==> src/rtl/term_host_master.sv <==
// term_host_master
//
// Host-side Avalon-MM master that feeds a batch of IEEE-754 samples into a
// term accumulator slave and reads the accumulated result back.
// A batch clears the slave (address 1, data 0), writes each sample to
// address 0 with a fixed idle gap between writes, waits for the slave pipeline
// to drain, then reads address 1 and presents the result on res_data.
//
// Ports
//   clk, reset        clock (rising edge), asynchronous active-high reset
//   start, count      begin a batch of count samples (sampled only in IDLE)
//   s_valid, s_data   sample stream in; s_ready acknowledges an accept
//   avm_*             single-bit-address Avalon-MM master to the term slave
//   busy              high whenever the controller is not IDLE
//   res_valid         one-cycle pulse; res_data holds the result until the next
//   err               one-cycle stall-timeout pulse
//
// Build option: define TERM_HOST_TIMEOUT_EN to abort a batch after
// TIMEOUT_CYCLES consecutive FEED cycles without a sample. Without it err is
// tied low and FEED waits indefinitely.
//
// WRITE_GAP, DRAIN_CYCLES, READ_LATENCY and TIMEOUT_CYCLES must all be >= 1.
//
// state   | meaning
// --------+-----------------------------------------------------------
// IDLE    | waiting for start
// CLEAR   | one-cycle clear write to the result register
// FEED    | waiting for / accepting the next sample
// GAP     | WRITE_GAP idle cycles between sample writes
// DRAIN   | DRAIN_CYCLES idle cycles after the last sample write
// READ    | one-cycle read strobe on the result register
// WAIT_RD | waiting READ_LATENCY edges for the read data
// DONE    | one-cycle res_valid pulse

module term_host_master #(
   parameter int WRITE_GAP      = 7,
   parameter int DRAIN_CYCLES   = 12,
   parameter int READ_LATENCY   = 11,
   parameter int TIMEOUT_CYCLES = 1024
) (
   input  logic        clk,
   input  logic        reset,
   input  logic        start,
   input  logic [15:0] count,
   input  logic        s_valid,
   input  logic [31:0] s_data,
   output logic        s_ready,
   output logic        avm_address,
   output logic        avm_write,
   output logic        avm_read,
   output logic [31:0] avm_writedata,
   input  logic [31:0] avm_readdata,
   output logic        busy,
   output logic        res_valid,
   output logic [31:0] res_data,
   output logic        err
);

   if (WRITE_GAP < 1 || DRAIN_CYCLES < 1 || READ_LATENCY < 1 || TIMEOUT_CYCLES < 1) begin : g_param_check
      $error("term_host_master: timing parameters must be >= 1");
   end

   typedef enum logic [2:0] {
      S_IDLE, S_CLEAR, S_FEED, S_GAP, S_DRAIN, S_READ, S_WAIT_RD, S_DONE
   } state_t;

   state_t      state, state_nxt;
   logic [15:0] remaining;
   logic [15:0] tmr;
   logic        accept;
   logic        stall_hit;

   always_ff @(posedge clk or posedge reset) begin
      if (reset) state <= S_IDLE;
      else       state <= state_nxt;
   end

   always_comb begin
      state_nxt     = state;
      s_ready       = 1'b0;
      avm_address   = 1'b0;
      avm_write     = 1'b0;
      avm_read      = 1'b0;
      avm_writedata = 32'h0;
      busy          = (state != S_IDLE);
      res_valid     = 1'b0;
      accept        = 1'b0;
      case (state)
         S_IDLE: begin
            if (start) state_nxt = S_CLEAR;
         end
         S_CLEAR: begin
            avm_write   = 1'b1;
            avm_address = 1'b1;
            state_nxt   = (remaining == 16'd0) ? S_DONE : S_FEED;
         end
         S_FEED: begin
            s_ready = s_valid;
            if (s_valid) begin
               accept        = 1'b1;
               avm_write     = 1'b1;
               avm_writedata = s_data;
               state_nxt     = (remaining == 16'd1) ? S_DRAIN : S_GAP;
            end else if (stall_hit) begin
               state_nxt = S_IDLE;
            end
         end
         S_GAP: begin
            if (tmr == 16'd0) state_nxt = S_FEED;
         end
         S_DRAIN: begin
            if (tmr == 16'd0) state_nxt = S_READ;
         end
         S_READ: begin
            avm_read    = 1'b1;
            avm_address = 1'b1;
            state_nxt   = S_WAIT_RD;
         end
         S_WAIT_RD: begin
            if (tmr == 16'd0) state_nxt = S_DONE;
         end
         S_DONE: begin
            res_valid = 1'b1;
            state_nxt = S_IDLE;
         end
         default: state_nxt = S_IDLE;
      endcase
   end

   // Shared down-counter: loaded with (length - 1) on entry to a timed state,
   // so the state exits on the cycle the counter reads zero.
   always_ff @(posedge clk or posedge reset) begin
      if (reset) begin
         tmr <= 16'd0;
      end else if (state_nxt != state) begin
         case (state_nxt)
            S_GAP:     tmr <= 16'(WRITE_GAP - 1);
            S_DRAIN:   tmr <= 16'(DRAIN_CYCLES - 1);
            S_WAIT_RD: tmr <= 16'(READ_LATENCY - 1);
            default:   tmr <= 16'd0;
         endcase
      end else if (tmr != 16'd0) begin
         tmr <= tmr - 16'd1;
      end
   end

   always_ff @(posedge clk or posedge reset) begin
      if (reset) begin
         remaining <= 16'd0;
      end else if (state == S_IDLE && start) begin
         remaining <= count;
      end else if (accept) begin
         remaining <= remaining - 16'd1;
      end
   end

   // An empty batch reports a zero result rather than the previous one.
   always_ff @(posedge clk or posedge reset) begin
      if (reset) begin
         res_data <= 32'h0;
      end else if (state == S_CLEAR && remaining == 16'd0) begin
         res_data <= 32'h0;
      end else if (state == S_WAIT_RD && tmr == 16'd0) begin
         res_data <= avm_readdata;
      end
   end

`ifdef TERM_HOST_TIMEOUT_EN
   localparam int STALL_W = $clog2(TIMEOUT_CYCLES + 1);

   logic [STALL_W-1:0] stall_cnt;

   // Counts stall cycles already seen; the current stall cycle is the
   // TIMEOUT_CYCLES-th when the count reads TIMEOUT_CYCLES-1.
   always_ff @(posedge clk or posedge reset) begin
      if (reset) begin
         stall_cnt <= '0;
      end else if (state != S_FEED || s_valid) begin
         stall_cnt <= '0;
      end else begin
         stall_cnt <= stall_cnt + 1'b1;
      end
   end

   assign stall_hit = (state == S_FEED) && !s_valid
                      && (stall_cnt == STALL_W'(TIMEOUT_CYCLES - 1));
   assign err       = stall_hit;
`else
   assign stall_hit = 1'b0;
   assign err       = 1'b0;
`endif

endmodule

==> config.mk <==
export PLATFORM = sky130hd
export DESIGN_NAME = term_host_master
export DESIGN_NICKNAME = d
export VERILOG_FILES = /design/src/rtl/term_host_master.sv
export SDC_FILE = /design/constraint.sdc
export NUM_CORES = 1
export LEC_CHECK = 0
export BUFFER_PORTS_ARGS = -buffer_cell sky130_fd_sc_hd__buf_2
export CORE_UTILIZATION = 51
export DETAILED_ROUTE_END_ITERATION = 6
export PLACE_DENSITY = 0.93
export SETUP_SLACK_MARGIN = 0.1
export SLEW_MARGIN = 20
export SYNTH_ARGS = -nofsm -noshare
export SYNTH_HDL_FRONTEND = slang
export SYNTH_SLANG_ARGS = --single-unit
==> constraint.sdc <==
create_clock -name clk -period 3.8 [get_ports clk]
set_input_delay 0.76 -clock clk [delete_from_list [all_inputs] [get_ports clk]]
set_output_delay 0.76 -clock clk [all_outputs]
set_load 0.02 [all_outputs]
==> impl_metrics.py, run 1 <==
metrics = {
    "status": {
        "outcome": "completed",
    },
    "power_and_ir_drop": {
        "pwr-share-seq": 0.413,
        "switchingPower_mw": 0.984,
        "ir_drop_v": 0.000358,
        "power_frac_clock": 0.248,
        "pwr-share-comb": 0.338,
        "powerDensity_mw_per_mm2": 573,
        "p_leak_nw": 2.38,
        "intPower_mw": 1.60,
        "p_sw_frac": 0.381,
    },
    "synthesis": {
        "netlist_instances": 347,
        "ys_ff_latch": 67,
        "synth_top_family_by_area": "simple AND/OR/NAND/NOR gates",
        "synthAdderAreaFrac": 0.0142,
        "synth_area_leaders": "dfrtp_1, a22o_1, and2_1",
        "yosysTopAreaCell": "dfrtp_1",
        "synth_xor_area_frac": 0.0398,
        "yosys_warnings": 0,
        "synth_commonest_cells": "dfrtp_1, and2_1, a22o_1, nand2_1, nor2_1",
        "synth-compound-area-share": 0.157,
        "muxShareOfSynthArea": 0.00285,
        "yosysUniqueCellTypes": 54,
        "ys_seq_area_frac": 0.477,
        "synth_simple_gate_area_share": 0.267,
        "syn_avg_cell_area_um2": 10.1,
        "synth_top_area_share": 0.477,
        "yosysMostFrequentCell": "dfrtp_1",
        "async_reset_ff_frac": 1.00,
        "syn_nets": 435,
        "synth_ff_type": "dfrtp_1",
        "synthesis.area_mm2": 0.00352,
        "synth-edff-count": 0,
    },
    "sta": {
        "setup_viol": 0,
        "drv_slew": 0,
        "worstMarginPinSlew_ps": 1020,
        "finalHoldViolCount": 0,
        "skew_ps": 7.90,
        "fmax_ghz": 0.350,
        "layout_min_cycle_time_ps": 2860,
        "fin_setup_tns_ps": 0,
        "max_slew_margin": 0.316,
        "rsz0062_at_grt": "no",
        "period_share": 0.753,
    },
    "global_routing": {
        "grt_max_degree": 47,
        "grt_pass1_vias": 3091,
        "grt_pass1_wl_mm": 14.3,
        "track_usage": 0.256,
        "grt-ovfl-total": 0,
        "antenna_found_initial": 0,
    },
    "route": {
        "dr.first_iter.drc_count": 135,
        "drcViolationCount": 0,
        "wl_per_cell_um": 15.6,
        "drtPass1Iterations": 4,
        "via_per_inst": 5.67,
        "postRouteWirelength_mm": 8.97,
        "ant_nets": 0,
        "vias": 3265,
    },
    "placement": {
        "place.gp.congestion": 0.916,
        "hpwl_mm": 6.58,
        "port_buffers": 153,
        "post-place-cells": 560,
    },
    "finish": {
        "fillers": 492,
        "antenna_cells": 0,
        "layout-drive-gt1-share": 0.379,
        "nets": 582,
        "syn_to_final_growth_pct": 28.2,
        "final_cell_count_no_fill": 576,
    },
    "run": {
        "max_cap_violations": 0,
    },
    "cts": {
        "numCtsBuffers": 9,
        "clkSinkCount": 67,
        "cts_resized": 0,
        "cts_tree": "done",
        "clk_pin_slew_worst_paths_ps": 70,
        "cts_hold_buf": 0,
        "htree_levels": 3,
        "cts_buffer_depth": 2,
        "clock-root-buffer": "clkbuf_8",
        "cts_setup_buffers": 0,
        "insertion_delay_ps": 340,
    },
    "floorplan": {
        "pin_count": 155,
        "die-area_mm2": 0.00723,
        "start_util": 0.542,
        "rows": 29,
        "core_region_area_mm2": 0.00649,
        "die_x_um": 85.0,
        "die_h_um": 85.0,
    },
    "worst_hold_path": {
        "hp-class": "reg2reg",
    },
    "worst_setup_path": {
        "critPathArrivalTime_ps": 2100,
        "critical_path_required_ps": 3040,
        "cp-start-kind": "flop",
        "path_class": "reg2out",
        "cp-end-kind": "output port",
        "crit_path_max_fanout": 46,
    },
}
-- final cells by class --
| class | instances | area (um2) | share of cell area |
|---|---|---|---|
| timing repair buffer | 156 | 788 | 0.175 |
| sequential | 67 | 1680 | 0.372 |
| clock buffer | 9 | 124 | 0.0275 |
| tap | 77 | 96.3 | 0.0214 |
| inverter | 8 | 30.0 | 0.00666 |
| clock inverter | 7 | 91.3 | 0.0203 |
| multi-input combinational | 252 | 1700 | 0.377 |
-- cell usage in the layout (no fill, tap or decap), types with 2 or more instances in the layout --
| cell | Yosys | layout |
|---|---|---|
| o22ai_1 | 3 | 3 |
| dfrtp_1 | 67 | 67 |
| a221o_1 | 2 | 2 |
| nand4b_1 | 4 | 4 |
| o21ai_0 | 10 | 10 |
| and3_1 | 2 | 2 |
| nor2_1 | 27 | 27 |
| bufinv_16 | 0 | 2 |
| xor2_1 | 13 | 13 |
| nand2b_1 | 3 | 3 |
| buf_4 | 2 | 3 |
| xnor2_1 | 3 | 3 |
| ha_1 | 4 | 4 |
| nor2_2 | 2 | 2 |
| a21oi_1 | 8 | 8 |
| nor3_1 | 10 | 10 |
| a2bb2oi_1 | 2 | 2 |
| nor4_4 | 2 | 2 |
| inv_2 | 1 | 2 |
| nand3_1 | 13 | 13 |
| nand2_1 | 29 | 29 |
| a22o_1 | 32 | 32 |
| o211ai_1 | 5 | 5 |
| and2_1 | 35 | 35 |
| o311ai_0 | 4 | 4 |
| or2_2 | 2 | 2 |
| inv_1 | 7 | 6 |
| nor4_1 | 6 | 6 |
| or4_1 | 6 | 6 |
| buf_2 | 8 | 153 |
| clkinv_2 | 0 | 3 |
| and4_1 | 2 | 2 |
| clkbuf_8 | 0 | 9 |
| nand3b_1 | 2 | 2 |
| a31oi_1 | 2 | 2 |
-- through the flow --
step	power (mW)	hold WS, ps	setup WS, ps	utilization	cell area (um2)
4_1_cts	2.59	499	941	0.694	4510
2_1_floorplan	1.69	488	1360	-	3520
3_3_place_gp	1.87	478	1230	0.661	4290
6_report	2.58	498	939	0.694	4510
3_5_place_dp	1.93	477	1150	0.661	4290
5_1_grt	2.74	507	805	0.694	4510
-- flip-flops by register name, indices dropped and copies added, names as in the netlist --
register   cells
remaining     16
res_data      32
state          3
tmr           16
-- worst max-delay path, stage by stage (launching register included) --
cell and delay [ps]:
dfrtp_1 550, nor2_4 210, nand3_4 140, inv_2 460
and2_1 220, buf_2 170
-- kinds of logic (layout without fill, tap and decap cells) --
kind of cell / after synthesis / after routing
xor+xnor: 16 / 16
buf+inv: 28 / 180
flops: 67 / 67
simple gates: 157 / 157
other cells: 1 / 1
fa+ha+maj: 4 / 4
compound gates: 73 / 73
mux: 1 / 1
-- worst paths after layout --
path	start	end	slack (ps)	cells past startpoint
max	state[2]	avm_writedata[27]	940	5
min	res_data[4]	res_data[4]	500	1
max reg2reg	tmr[0]	res_data[3]	1100	9
min reg2reg	res_data[4]	res_data[4]	500	1
max in group asynchronous	reset	res_data[12]	2340	3
min in group asynchronous	reset	remaining[10]	600	2
-- power groups by stage --
stage / registers (mW) / logic, mW / clock network, mW
6_report: 1.07 / 0.874 / 0.641
5_1_grt: 1.09 / 0.968 / 0.687
4_1_cts: 1.06 / 0.875 / 0.655
3_5_place_dp: 1.07 / 0.862 / 0
3_3_place_gp: 1.05 / 0.814 / 0
2_1_floorplan: 1.01 / 0.673 / 0
-- layer usage --
metal | up-vias | track usage | wire length, um
met5 | - | 0 | 0
met4 | 0 | 0.0909 | 168
met3 | 16 | 0.0545 | 647
met2 | 170 | 0.456 | 4480
met1 | 1530 | 0.307 | 3670
li1 | 1549 | - | -
Note: power is estimated with default switching activity, not from simulation.
==> inputs of run 2 (changes only) <==
Settings changed: ABC_AREA set to 1, CORE_UTILIZATION 51 to 49, PLACE_DENSITY 0.93 to 0.89.
Clock period 3.8 ns to 2.95 ns, I/O delays scaled along.
==> impl_metrics.py, run 2 <==
metrics = {
    "floorplan": {
        "die_x_um": 90.9,
        "die-area_mm2": 0.00826,
        "core_region_area_mm2": 0.00769,
        "die_h_um": 90.9,
        "pin_count": 155,
        "start_util": 0.504,
        "rows": 32,
    },
    "synthesis": {
        "ys_ff_latch": 67,
        "synth-edff-count": 0,
        "synth_commonest_cells": "nand2_1, nand3_1, nor2_1, inv_1, dfrtp_1",
        "async_reset_ff_frac": 1.00,
        "syn_avg_cell_area_um2": 7.53,
        "synth_ff_type": "dfrtp_1",
        "ys_seq_area_frac": 0.433,
        "yosysTopAreaCell": "dfrtp_1",
        "synthesis.area_mm2": 0.00387,
        "yosysUniqueCellTypes": 38,
        "synth_area_leaders": "dfrtp_1, nand3_1, nand2_1",
        "netlist_instances": 514,
        "yosys_warnings": 0,
        "syn_nets": 602,
        "yosysMostFrequentCell": "nand2_1",
        "synth_top_area_share": 0.433,
    },
    "placement": {
        "place.gp.congestion": 0.886,
        "hpwl_mm": 7.38,
        "post-place-cells": 752,
        "port_buffers": 153,
    },
    "global_routing": {
        "antenna_found_initial": 0,
        "grt_max_degree": 66,
        "use_met3": 0.0404,
        "track_usage": 0.260,
        "grt_pass1_vias": 3835,
        "grt-ovfl-total": 0,
        "use_met1": 0.333,
        "grt_pass1_wl_mm": 17.2,
        "grt.met2_usage": 0.426,
        "top_usage_layer": "met2",
    },
    "sta": {
        "skew_ps": 13.0,
        "setup_viol": 0,
        "finalHoldViolCount": 0,
        "rsz0062_at_grt": "no",
        "fmax_ghz": 0.422,
        "drv_slew": 0,
        "fin_setup_tns_ps": 0,
        "max_slew_margin": 0.450,
        "worstMarginPinSlew_ps": 824,
        "holdWs_ps": 409,
        "period_share": 0.803,
        "layout_min_cycle_time_ps": 2370,
    },
    "cts": {
        "clkSinkCount": 67,
        "cts_setup_buffers": 0,
        "insertion_delay_ps": 350,
        "htree_levels": 3,
        "cts_tree": "done",
        "cts_hold_buf": 0,
        "cts_buffer_depth": 2,
        "cts_resized": 0,
        "clock-root-buffer": "clkbuf_8",
        "clk_pin_slew_worst_paths_ps": 80,
        "numCtsBuffers": 9,
    },
    "worst_setup_path": {
        "r2r-end": "tmr[0]",
        "cp_slowest_cell": "dfrtp_1",
        "critPathArrivalTime_ps": 1780,
        "path_delay_family": "buffers and inverters",
        "setup.worst_path.start": "state[2]",
        "crit-reg2reg-launch": "tmr[0]",
        "path_class": "reg2out",
        "worstRegToRegCells": 15,
        "cp_cell_sequence": "nor2_1 -> nand2_2 -> buf_4 -> o21ai_0 -> buf_2",
        "critical_path_required_ps": 2360,
        "crit_path_max_fanout": 49,
        "slowest_delay_ps": 490,
        "cp-start-kind": "flop",
        "path_buf_inv": 2,
        "rrSetupSlack_ps": 580,
        "cp-end-kind": "output port",
    },
    "finish": {
        "most-common-layout-cells": "buf_2, nand2_1, nand3_1",
        "syn_to_final_growth_pct": 27.6,
        "utilization": 0.643,
        "layout-drive-gt1-share": 0.320,
        "fillers": 639,
        "final_cell_count_no_fill": 767,
        "mostFrequentLayoutCell": "buf_2",
        "reg_top3": "res_data (32), remaining (16), tmr (16)",
        "largest-register": "res_data",
        "nets": 749,
        "antenna_cells": 0,
        "largest_register_ffs": 32,
    },
    "route": {
        "drcViolationCount": 0,
        "dr.first_iter.drc_count": 253,
        "wl_per_cell_um": 13.4,
        "postRouteWirelength_mm": 10.3,
        "vias": 3969,
        "drtPass1Iterations": 4,
        "via_per_inst": 5.17,
        "ant_nets": 0,
    },
    "power_and_ir_drop": {
        "pwr-share-seq": 0.361,
        "p_sw_frac": 0.413,
        "switchingPower_mw": 1.45,
        "ir_drop_v": 0.000404,
        "intPower_mw": 2.07,
        "p_leak_nw": 2.59,
        "powerDensity_mw_per_mm2": 713,
        "pwr-share-comb": 0.398,
        "power_frac_clock": 0.241,
    },
    "status": {
        "outcome": "completed",
    },
    "worst_hold_path": {
        "hp-class": "in2async",
    },
    "run": {
        "max_cap_violations": 0,
    },
}
run 2: worst max path at each step:
stage                         to  slack [ps]  cells after the start
floorplan           remaining[0]         680                      1
global placement       avm_write         740                      7
detailed placement        tmr[0]         640                     15
CTS                    avm_write         560                      5
global route              tmr[1]         360                     15
finish                 avm_write         580                      5
run 2: logic make-up (layout without fill, tap and decap cells):
group           Yosys count  count (layout)  share of synthesized area
xor+xnor                  9               9                     0.0204
flops                    67              67                      0.433
buf+inv                  98             249                     0.0992
simple gates            287             287                      0.345
compound gates           48              48                     0.0885
other cells               1               1                   0.000968
fa+ha+maj                 4               4                     0.0129
run 2: layout make-up:
cell class	instances	area (um2)	area share
clock buffer	9	124	0.0251
clock inverter	6	90.1	0.0182
tap	102	128	0.0258
sequential	67	1680	0.339
inverter	75	282	0.0570
timing repair buffer	159	823	0.167
multi-input combinational	349	1820	0.368
run 2: metrics by stage:
stage | power (mW) | area, um2 | setup WS (ps)
CTS | 3.52 | 4940 | 560
finish | 3.52 | 4940 | 580
floorplan | 2.39 | 3870 | 677
detailed placement | 2.65 | 4730 | 643
global placement | 2.58 | 4730 | 737
global route | 3.76 | 4940 | 359
run 2: per-layer routing:
metal / part of all wire / up-vias / wire [um]
met3: 0.057 / 29 / 585
li1: - / 1944 / -
met4: 0.028 / 0 / 289
met2: 0.50 / 159 / 5180
met5: 0 / - / 0
met1: 0.41 / 1837 / 4230
run 2: worst reg2reg max path: stages (launching register included):
cell and delay [ps]:
dfrtp_1 380, inv_1 120, ha_1 220, nand2_2 120
nor2_4 130, nand3_2 130, nand2_1 120, nand3_2 70
nor2_2 150, nand2_2 100, nand2_4 100, nand3_4 220
nor2_4 240, inv_2 50, nand2_1 60, nand2_1 50
run 2: power by group through the flow:
stage	combinational (mW)	clock, mW	sequential, mW
after floorplan	1.13	0	1.26
after global placement	1.31	0	1.27
after detailed placement	1.37	0	1.28
after CTS	1.40	0.859	1.27
after global routing	1.57	0.898	1.29
final	1.40	0.851	1.27
==> inputs of run 3 (changes only) <==
Settings changed: CORE_UTILIZATION 49 to 44, PLACE_DENSITY 0.89 to 0.85.
Clock period 2.95 ns to 2 ns, I/O delays scaled along.
==> impl_metrics.py, run 3 (same netlist as run 2, synthesis figures left out) <==
metrics = {
    "status": {
        "outcome": "finished, violations left",
        "violations": "setup timing",
    },
    "cts": {
        "insertion_delay_ps": 360,
        "clkSinkCount": 67,
        "cts_hold_buf": 0,
        "htree_levels": 3,
        "cts_tree": "done",
        "clock-root-buffer": "clkbuf_8",
        "cts_buffer_depth": 2,
        "numCtsBuffers": 9,
        "clk_pin_slew_worst_paths_ps": 80,
    },
    "finish": {
        "reg_top3": "res_data (32), remaining (16), tmr (16)",
        "layout-drive-gt1-share": 0.469,
        "final_cell_count_no_fill": 820,
        "fin_area_mm2": 0.00609,
        "largest-register": "res_data",
        "mostFrequentLayoutCell": "buf_2",
        "nets": 798,
        "most-common-layout-cells": "buf_2, nand2_1, nand3_1",
        "antenna_cells": 0,
        "utilization": 0.726,
        "syn_to_final_growth_pct": 57.2,
        "largest_register_ffs": 32,
    },
    "floorplan": {
        "core_region_area_mm2": 0.00838,
        "start_util": 0.462,
        "die_h_um": 95.8,
        "rows": 33,
        "die-area_mm2": 0.00918,
        "die_x_um": 95.8,
        "pin_count": 155,
    },
    "worst_setup_path": {
        "path_class": "reg2reg",
        "r2r-end": "tmr[1]",
        "rrSetupSlack_ps": -30,
        "setup.worst_path.start": "tmr[8]",
        "critPathArrivalTime_ps": 2280,
        "crit-reg2reg-launch": "tmr[8]",
        "crit_path_max_fanout": 6,
        "cp-start-kind": "flop",
        "worstRegToRegCells": 14,
        "cp-end-kind": "flop",
        "critical_path_required_ps": 2250,
    },
    "route": {
        "ant_nets": 0,
        "postRouteWirelength_mm": 12.9,
        "dr.first_iter.drc_count": 348,
        "via_per_inst": 5.32,
        "wl_per_cell_um": 15.7,
        "drcViolationCount": 0,
        "vias": 4361,
        "drtPass1Iterations": 5,
    },
    "global_routing": {
        "grt_pass1_wl_mm": 17.8,
        "grt_max_degree": 68,
        "antenna_found_initial": 0,
        "track_usage": 0.254,
        "grt_pass1_vias": 3976,
        "grt-ovfl-total": 0,
    },
    "placement": {
        "place_ws_ps": -101,
        "port_buffers": 153,
        "hpwl_mm": 7.63,
        "place_area_mm2": 0.00487,
        "place.gp.congestion": 0.894,
        "post-place-cells": 768,
    },
    "sta": {
        "fmax_ghz": 0.492,
        "setup_viol": 4,
        "period_share": 1.02,
        "rsz0062_at_grt": "yes",
        "finalHoldViolCount": 0,
        "drv_slew": 0,
        "layout_min_cycle_time_ps": 2030,
        "skew_ps": 18.0,
        "finalWorstSetupSlack_ps": -30.9,
        "fin_setup_tns_ps": -62.6,
    },
    "power_and_ir_drop": {
        "p_leak_nw": 2.90,
        "powerDensity_mw_per_mm2": 1080,
        "ir_drop_v": 0.000555,
    },
    "run": {
        "max_cap_violations": 0,
    },
    "worst_hold_path": {
        "hp-class": "in2async",
    },
}
## run 3: cell types whose count changed in the layout (fill, tap and decap cells not counted), sizes merged
cell / previous run / this run
clkinv: 2 / 3
buf: 159 / 205
inv: 76 / 74
bufinv: 2 / 1
clkinvlp: 1 / 4
clkbuf: 9 / 12
## run 3: what timing repair did
item | 4_1_cts | 5_1_grt
gates cloned | 1 | 4
setup endpoints to repair | 62 | 98
buffers inserted | 14 | 17
gates resized for setup | 33 | 168
hold endpoints to repair | 0 | 0
pin swaps | 15 | 16
## run 3: how the worst max path moves through the flow
stage / to / slack, ps / cells after the start
2_1_floorplan: tmr[0] / 120 / 15
6_report: tmr[1] / -30 / 14
3_5_place_dp: tmr[12] / -100 / 13
3_3_place_gp: tmr[0] / 60 / 15
5_1_grt: tmr[0] / -180 / 14
4_1_cts: tmr[1] / -4 / 15
## run 3: report_power, final
part	switching, mW	internal, mW
clock	0.578	0.581
sequential	0.334	1.64
combinational	1.90	1.52
## run 3: area by class of cell
class	count	area [um2]
fillers	611	2290
multi-input cells	349	2230
flip-flops and latches	67	1680
repair buffers	208	1550
inverters	75	292
well taps	105	131
clock buffers	9	124
clock inverters	7	76.3
## run 3: worst max-delay path: stages (launching register included)
cell and delay [ps]:
dfrtp_2 460, nor2_4 150, nand2_1 100, nor2_2 160
nand3_2 100, nand2_2 80, nand3_2 90, nor2_4 130
nand2_2 90, nand2_4 80, nand3_4 130, nor2_4 190
inv_2 50, nand2_1 60, nand2_1 50
## run 3: per-layer routing
layer,GRT usage,share of wire,vias up
met5,0,0,-
met1,0.301,0.38,2076
li1,-,-,2045
met2,0.444,0.53,205
met4,0.126,0.029,0
met3,0.0411,0.059,35
## run 3: through the flow
stage | total power [mW] | hold slack [ps]
after floorplan | 3.55 | 469
after global placement | 4.08 | 485
after detailed placement | 4.20 | 488
after CTS | 5.81 | 147
after global routing | 6.92 | 173
final | 6.55 | 139
